==> src/rtl/tpu_stream_loader.sv <==
// Host-to-TPU ingress stage. It checks frame length, pads short frames, truncates long ones,
// and feeds the TPU through a first-word-fall-through FIFO.
module tpu_stream_loader #(
  parameter int A     = 4,
  parameter int M     = 4,
  parameter int N     = 4,
  parameter int DEPTH = 8
) (
  input  logic        clk,
  input  logic        rst,
  input  logic        s_valid,
  input  logic [31:0] s_data,
  input  logic        s_last,
  output logic        s_ready,
  input  logic        tpu_ready,
  output logic        tpu_valid,
  output logic [31:0] tpu_data,
  output logic        tpu_enable,
  output logic        frame_err,
  output logic [15:0] frames_done,
  output logic        busy
);

  localparam int FRAME_LEN = A * (N + M);
  localparam int WCW = (FRAME_LEN > 1) ? $clog2(FRAME_LEN) : 1;
  localparam int PW  = $clog2(DEPTH);
  localparam int CW  = $clog2(DEPTH + 1);
  localparam logic [WCW-1:0] WCNT_LAST = WCW'(FRAME_LEN - 1);
  localparam logic [CW-1:0]  FULL_CNT  = CW'(DEPTH);

  typedef enum logic [1:0] {IDLE, LOAD, PAD, DISCARD} state_t;

  state_t          state_q, state_d;
  logic [WCW-1:0]  wcnt_q, wcnt_d;
  logic [CW-1:0]   count_q, count_d;
  logic [PW-1:0]   wr_ptr_q, wr_ptr_d;
  logic [PW-1:0]   rd_ptr_q, rd_ptr_d;
  logic            frame_err_q, frame_err_d;
  logic            enable_q, enable_d;
  logic [15:0]     frames_done_q, frames_done_d;
  logic            busy_q, busy_d;
  logic [31:0]     last_data_q, last_data_d;

  // Each entry is {last_flag, data}; read combinationally for fall-through.
  logic [32:0]     mem_q [DEPTH];
  logic [32:0]     head;

  logic            fifo_full;
  logic            push;
  logic            push_last;
  logic            push_first;
  logic [31:0]     push_word;
  logic            pop;
  logic            s_ready_c;

  always_comb begin
    state_d       = state_q;
    wcnt_d        = wcnt_q;
    frame_err_d   = 1'b0;
    push          = 1'b0;
    push_last     = 1'b0;
    push_first    = 1'b0;
    push_word     = 32'h0;
    s_ready_c     = 1'b0;
    fifo_full     = (count_q == FULL_CNT);

    case (state_q)
      IDLE, LOAD: begin
        s_ready_c = !fifo_full;
        if (s_valid && s_ready_c) begin
          push       = 1'b1;
          push_word  = s_data;
          push_last  = (wcnt_q == WCNT_LAST);
          push_first = (wcnt_q == '0);
          if (wcnt_q == WCNT_LAST) begin
            wcnt_d  = '0;
            state_d = s_last ? IDLE : DISCARD;
          end else if (s_last) begin
            wcnt_d      = wcnt_q + WCW'(1);
            frame_err_d = 1'b1;
            state_d     = PAD;
          end else begin
            wcnt_d  = wcnt_q + WCW'(1);
            state_d = LOAD;
          end
        end
      end
      PAD: begin
        if (!fifo_full) begin
          push      = 1'b1;
          push_last = (wcnt_q == WCNT_LAST);
          if (wcnt_q == WCNT_LAST) begin
            wcnt_d  = '0;
            state_d = IDLE;
          end else begin
            wcnt_d = wcnt_q + WCW'(1);
          end
        end
      end
      DISCARD: begin
        s_ready_c = 1'b1;
        if (s_valid && s_last) begin
          frame_err_d = 1'b1;
          state_d     = IDLE;
        end
      end
      default: state_d = IDLE;
    endcase
  end

  always_comb begin
    head          = mem_q[rd_ptr_q];
    pop           = (count_q != '0) && tpu_ready;
    count_d       = count_q + CW'(push) - CW'(pop);
    wr_ptr_d      = push ? wr_ptr_q + PW'(1) : wr_ptr_q;
    rd_ptr_d      = pop ? rd_ptr_q + PW'(1) : rd_ptr_q;
    last_data_d   = pop ? head[31:0] : last_data_q;
    frames_done_d = (pop && head[32]) ? frames_done_q + 16'd1 : frames_done_q;
    // Keep enable high while a following frame already occupies the FIFO.
    enable_d = enable_q;
    if (pop && head[32] && count_q == CW'(1)) enable_d = 1'b0;
    if (push_first) enable_d = 1'b1;
    busy_d = (state_d != IDLE) || (wcnt_d != '0) || (count_d != '0);
  end

  always_ff @(posedge clk) begin
    if (push) mem_q[wr_ptr_q] <= {push_last, push_word};
  end

  always_ff @(posedge clk or posedge rst) begin
    if (rst) begin
      state_q       <= IDLE;
      wcnt_q        <= '0;
      count_q       <= '0;
      wr_ptr_q      <= '0;
      rd_ptr_q      <= '0;
      frame_err_q   <= 1'b0;
      enable_q      <= 1'b0;
      frames_done_q <= 16'h0;
      busy_q        <= 1'b0;
      last_data_q   <= 32'h0;
    end else begin
      state_q       <= state_d;
      wcnt_q        <= wcnt_d;
      count_q       <= count_d;
      wr_ptr_q      <= wr_ptr_d;
      rd_ptr_q      <= rd_ptr_d;
      frame_err_q   <= frame_err_d;
      enable_q      <= enable_d;
      frames_done_q <= frames_done_d;
      busy_q        <= busy_d;
      last_data_q   <= last_data_d;
    end
  end

  assign s_ready     = s_ready_c;
  assign tpu_valid   = (count_q != '0);
  assign tpu_data    = (count_q != '0) ? head[31:0] : last_data_q;
  assign tpu_enable  = enable_q;
  assign frame_err   = frame_err_q;
  assign frames_done = frames_done_q;
  assign busy        = busy_q;

endmodule

==> config.mk <==
export PLATFORM = sky130hd
export DESIGN_NAME = tpu_stream_loader
export DESIGN_NICKNAME = d
export VERILOG_FILES = /design/src/rtl/tpu_stream_loader.sv
export SDC_FILE = /design/constraint.sdc
export NUM_CORES = 1
export LEC_CHECK = 0
export ABC_AREA = 0
export CORE_MARGIN = 5
export CORE_UTILIZATION = 59
export CTS_CLUSTER_DIAMETER = 50
export CTS_CLUSTER_SIZE = 20
export DETAILED_ROUTE_END_ITERATION = 8
export GPL_ROUTABILITY_DRIVEN = 0
export PLACE_DENSITY = 0.87
export SLEW_MARGIN = 20
export SYNTH_ARGS = -nofsm -noshare
export SYNTH_HDL_FRONTEND = slang
export SYNTH_SLANG_ARGS = --single-unit
==> constraint.sdc <==
create_clock -name clk -period 6.7 [get_ports clk]
set_input_delay 0.67 -clock clk [delete_from_list [all_inputs] [get_ports clk]]
set_output_delay 0.67 -clock clk [all_outputs]
set_load 0.02 [all_outputs]
==> results of run 1 <==
[power by group through the flow]
stage | Sequential [uW] | Combinational (uW) | Clock, uW
2_1_floorplan | 3080 | 1980 | 0
3_3_place_gp | 3210 | 2760 | 0
3_5_place_dp | 3260 | 2830 | 0
4_1_cts | 3230 | 2870 | 1790
5_1_grt | 3290 | 3060 | 1880
6_report | 3230 | 2850 | 1760
[Yosys cell counts (all sizes together) (2+ instances only)]
cell / instances
clkbuf: 17
nor2b: 2
nor3b: 3
o211ai: 2
nor2: 42
nand2b: 2
a21oi: 35
xor2: 3
or3: 2
edfxtp: 264
mux4: 64
ha: 15
buf: 29
dfrtp: 68
and3: 43
o21ai: 38
mux2: 2
inv: 16
xnor2: 19
nor3: 6
nand4: 9
nor4b: 4
nand2: 54
mux2i: 36
a31oi: 2
nand3: 15
and2: 3
[layout make-up]
type | count | share of cell area
clock inverters | 22 | 0.0178
multi-input cells | 412 | 0.233
repair buffers | 105 | 0.0641
well taps | 285 | 0.0226
flip-flops and latches | 332 | 0.611
inverters | 16 | 0.00381
clock buffers | 32 | 0.0474
[state kept, by name (all words and copies together) (netlist names)]
name         flops
last_data_q     32
frames_done     16
rd_ptr_q         3
busy             1
wcnt_q           5
mem_q          264
tpu_enable       1
frame_err        1
state_q          2
count_q          4
wr_ptr_q         3
[metrics by stage]
stage	worst slack, ps	utilization	total power (uW)
floorplan	1700	-	5050
global placement	2780	0.651	5980
detailed placement	2700	0.651	6090
CTS	2220	0.697	7900
global route	2030	0.697	8230
finish	2330	0.697	7840
[worst paths after layout]
path | to | start | cells past startpoint
worst min-delay path | frames_done[15] | frames_done[15] | 1
worst max-delay path | tpu_data[2] | rd_ptr_q[0] | 5
min in group asynchronous | last_data_q[27] | rst | 3
max in group asynchronous | rd_ptr_q[0] | rst | 3
worst max register to register | busy | count_q[2] | 15
worst min register to register | frames_done[15] | frames_done[15] | 1
[per-layer routing]
metal,part of all wire,global-route usage,vias up,wire (um)
met2,0.50,0.383,315,14700
met3,0.070,0.0411,74,2040
li1,-,-,3295,-
met1,0.39,0.302,3783,11300
met5,0.00045,0,-,13
met4,0.037,0.0777,2,1080
[critical path: stages (launching register included)]
cell and delay [ps]:
dfrtp_4 1020, buf_4 550, mux4_2 570, mux2i_1 280, a21oi_1 120, clkdlybuf4s50_1 580
[kinds of logic (layout without fill, tap and decap cells)]
| family | after synthesis | after routing | synth area share |
|---|---|---|---|
| AOI/OAI and AO/OA | 84 | 84 | 0.0335 |
| buffers and inverters | 62 | 175 | 0.0228 |
| xor gates and xnor gates | 22 | 22 | 0.0142 |
| muxes | 102 | 102 | 0.135 |
| DFF | 332 | 332 | 0.710 |
| and+or+nand+nor | 188 | 188 | 0.0697 |
| adders and majority gates | 16 | 16 | 0.0153 |
==> impl_metrics.tcl, run 1 <==
set metrics [dict create \
    grt.overflow.total 0 \
    die_y_um 162 \
    wl_per_cell_um 24.2 \
    ys_ff_latch 332 \
    outcome "finished, final reports clean" \
    relSlewSlack 0.309 \
    clock_latency_ps 560 \
    core_um2 22600 \
    synth_top_area_cell "edfxtp_1" \
    final_cell_mix "edfxtp_1, clkdlybuf4s50_1, dfrtp_1" \
    grtUsageTotal 0.227 \
    final_cell_area_um2 15800 \
    synthCells 806 \
    dr.pass1.iters 5 \
    routed_wl_mm 29.2 \
    io_pins 90 \
    async_flop_share 0.205 \
    grt_pass1_vias 7746 \
    netlist.area_leader.share 0.585 \
    grt_pass1_wl_mm 45.3 \
    antenna_found_initial 1 \
    start_kind "register" \
    cts_buffer_depth 3 \
    clk_pin_slew_ps 80 \
    period_share 0.653 \
    fin_nets 949 \
    cts_resized 0 \
    route.detailed.drc 0 \
    period_needed_ps 4370 \
    synth_edf_count 264 \
    viasPerCell 6.20 \
    design.die.area_um2 26100 \
    ctsHoldBuffers 0 \
    fin_cells 1204 \
    slew_viol_final 0 \
    cts.root.buffer_cell "clkbuf_16" \
    vias 7469 \
    layout_commonest_cell "edfxtp_1" \
    power_density_nw_per_um2 497 \
    r2r_slack_ps 2680 \
    placed_area_um2 14700 \
    hp-class "reg2reg" \
    max-vdd-ir-drop_v 0.000357 \
    fillers 1376 \
    fmax_mhz 229 \
    p_seq_frac 0.412 \
    syn_avg_cell_area_um2 16.8 \
    grt_max_degree 70 \
    antenna_left 0 \
    crit_required_ps 6030 \
    synth_seq_area_share 0.710 \
    tns_ps 0 \
    drive_gt1_frac 0.164 \
    htree_levels 1 \
    dp_hpwl_mm 15.4 \
    synth_cell_types 46 \
    drv_cap 0 \
    yosys_warnings 0 \
    path_class "reg2out" \
    io_buffers 89 \
    num_rows 55 \
    drtIter0Drc 806 \
    fp.dieW_um 162 \
    p_switching_uw 2760 \
    synth.net_count 859 \
    cts_tree "yes" \
    finalSetupViolCount 0 \
    synth_area_leaders "edfxtp_1, dfrtp_1, mux4_2, mux2i_1, and3_1" \
    clock-sinks 332 \
    critPathArrivalTime_ps 3700 \
    area_growth_pct 16.3 \
    syn-cell-area_um2 13600 \
    antenna_cells 0 \
    cts_setup_buffers 0 \
    p_int_uw 5080 \
    worstMarginPinSlew_ps 1040 \
    critPathMaxFanout 47 \
    power_frac_clock 0.225 \
    grt_setup_unrepaired "no" \
    pwr-share-comb 0.364 \
    worst_hold_slack_ps 475 \
    regArea_um2 9640 \
    synthFlopType "edfxtp_1" \
    multiInputGateArea_um2 3680 \
    dpl.cell_count 1150 \
    switching_share 0.352 \
    finalHoldViolations 0 \
    cp-end-kind "primary output" \
    leakagePower_uw 0.00574 \
    final.setup_skew_ps 34.0 \
    numCtsBuffers 29 \
    start_util 0.599 \
]
Note: power is estimated with default switching activity, not from simulation.
==> run 2: changes to the inputs <==
==> constraint.sdc (replaced) <==
create_clock -name clk -period 4.2 [get_ports clk]
set_input_delay 0.42 -clock clk [delete_from_list [all_inputs] [get_ports clk]]
set_output_delay 0.42 -clock clk [all_outputs]
set_load 0.02 [all_outputs]
==> run 2 against run 1 <==
Compared with the run above: register-to-register slack lost 1700 ps; global-route usage shrank 0.15 points; setup slack lost 1800 ps; critical path type unchanged; highest routed layer is now met4.
==> impl_metrics.tcl, run 2 (synthesized netlist as in run 1, its figures left out) <==
set metrics [dict create \
    cts_tree "yes" \
    drv_cap 0 \
    routed_wl_mm 28.8 \
    design.die.area_um2 26100 \
    die_y_um 162 \
    finalSetupViolCount 0 \
    layout_commonest_cell "edfxtp_1" \
    cts.root.buffer_cell "clkbuf_16" \
    area_growth_pct 16.5 \
    htree_levels 1 \
    numCtsBuffers 28 \
    finalHoldViolations 0 \
    grtUsageTotal 0.225 \
    clk_pin_slew_ps 80 \
    hp-class "in2async" \
    fillers 1378 \
    route.detailed.drc 0 \
    start_util 0.599 \
    num_rows 55 \
    slew_viol_final 0 \
    critPathMaxStageDelay_ps 670 \
    relSlewSlack 0.383 \
    fin_nets 955 \
    fmax_mhz 275 \
    grt_max_degree 69 \
    r2r_slack_ps 950 \
    io_buffers 89 \
    period_share 0.867 \
    cts_buffer_depth 3 \
    final_cell_mix "edfxtp_1, clkdlybuf4s50_1, dfrtp_1" \
    path_class "reg2out" \
    grt_setup_unrepaired "no" \
    grt_pass1_vias 7840 \
    clock_latency_ps 550 \
    timing.rr.end "busy" \
    antenna_found_initial 0 \
    cts_resized 0 \
    final_cell_area_um2 15800 \
    period_needed_ps 3640 \
    vias 7570 \
    cp_top_family "buffers and inverters" \
    core_um2 22600 \
    start_kind "register" \
    r2r-start "count_q[2]" \
    antenna_cells 0 \
    crit_required_ps 3780 \
    worstMarginPinSlew_ps 925 \
    drive_gt1_frac 0.170 \
    crit_slowest_cell "dfrtp_4" \
    tns_ps 0 \
    dr.pass1.iters 5 \
    grt.overflow.total 0 \
    crit_buf_inv 2 \
    final.setup_skew_ps 15.6 \
    ctsHoldBuffers 0 \
    max-vdd-ir-drop_v 0.000425 \
    antenna_left 0 \
    dpl.cell_count 1157 \
    regMostFlops "mem_q" \
    fin_cells 1209 \
    drtIter0Drc 716 \
    dp_hpwl_mm 16.3 \
    leakagePower_uw 0.00576 \
    io_pins 90 \
    critPathMaxFanout 18 \
    cts_setup_buffers 0 \
    outcome "finished, final reports clean" \
    clock-sinks 332 \
    reg2reg_depth 14 \
    viasPerCell 6.26 \
    critPathArrivalTime_ps 3220 \
    grt_pass1_wl_mm 45.2 \
    crit_chain "buf_4 > mux4_2 > mux2i_1 > a21oi_1 > clkdlybuf4s50_1" \
    wl_per_cell_um 23.8 \
    cp-end-kind "primary output" \
    largest_reg_flops 264 \
    placed_area_um2 14800 \
    fp.dieW_um 162 \
    power_density_nw_per_um2 788 \
]
==> run 2: worst register-to-register path: stages (launching register included) <==
cell,delay (ps)
dfrtp_1,370
inv_1,100
ha_1,170
nor3b_1,410
a21oi_2,180
inv_2,300
ha_1,300
inv_1,60
ha_1,150
inv_1,50
fa_1,480
inv_1,50
nor3_1,170
nor4b_2,220
o211ai_1,120
==> run 2: area by class of cell <==
cell class	count	area, um2	share of cell area
Sequential cell	332	9640	0.610
Tap cell	285	357	0.0226
Timing Repair Buffer	112	1090	0.0689
Clock buffer	31	732	0.0463
Multi-Input combinational cell	412	3690	0.234
Clock inverter	21	236	0.0150
Inverter	16	60.1	0.00380
==> run 2: worst max path at each step <==
stage                      from            to  depth (start not counted)
floorplan            count_q[2]   mem_q[6][0]                          6
global placement        s_valid          busy                         13
detailed placement      s_valid          busy                         13
CTS                 rd_ptr_q[0]  tpu_data[31]                          5
global route        rd_ptr_q[0]   tpu_data[7]                          5
finish              rd_ptr_q[0]   tpu_data[7]                          5
==> run 2: report_power, final <==
group / switching, uW / leakage (uW) / internal (uW)
combinational: 2590 / 0.00199 / 2080
sequential: 536 / 0.00330 / 4540
clock: 1250 / 0.000463 / 1440
==> run 2: per-layer routing <==
metal | up-vias | wire length (um) | share of wire | GRT usage
met5 | - | 0 | 0 | 0
li1 | 3306 | - | - | -
met2 | 349 | 14500 | 0.50 | 0.380
met4 | 0 | 701 | 0.024 | 0.0665
met1 | 3857 | 11400 | 0.40 | 0.307
met3 | 58 | 2170 | 0.075 | 0.0385
==> run 2: through the flow <==
stage                      util  total power (uW)  hold WS [ps]  setup WS (ps)
after floorplan               -              8060           451           59.7
after global placement    0.655              9590           461            785
after detailed placement  0.655              9780           469            721
after CTS                 0.698             12500           284            508
after global routing      0.698             13100           321            371
final                     0.698             12400           275            557
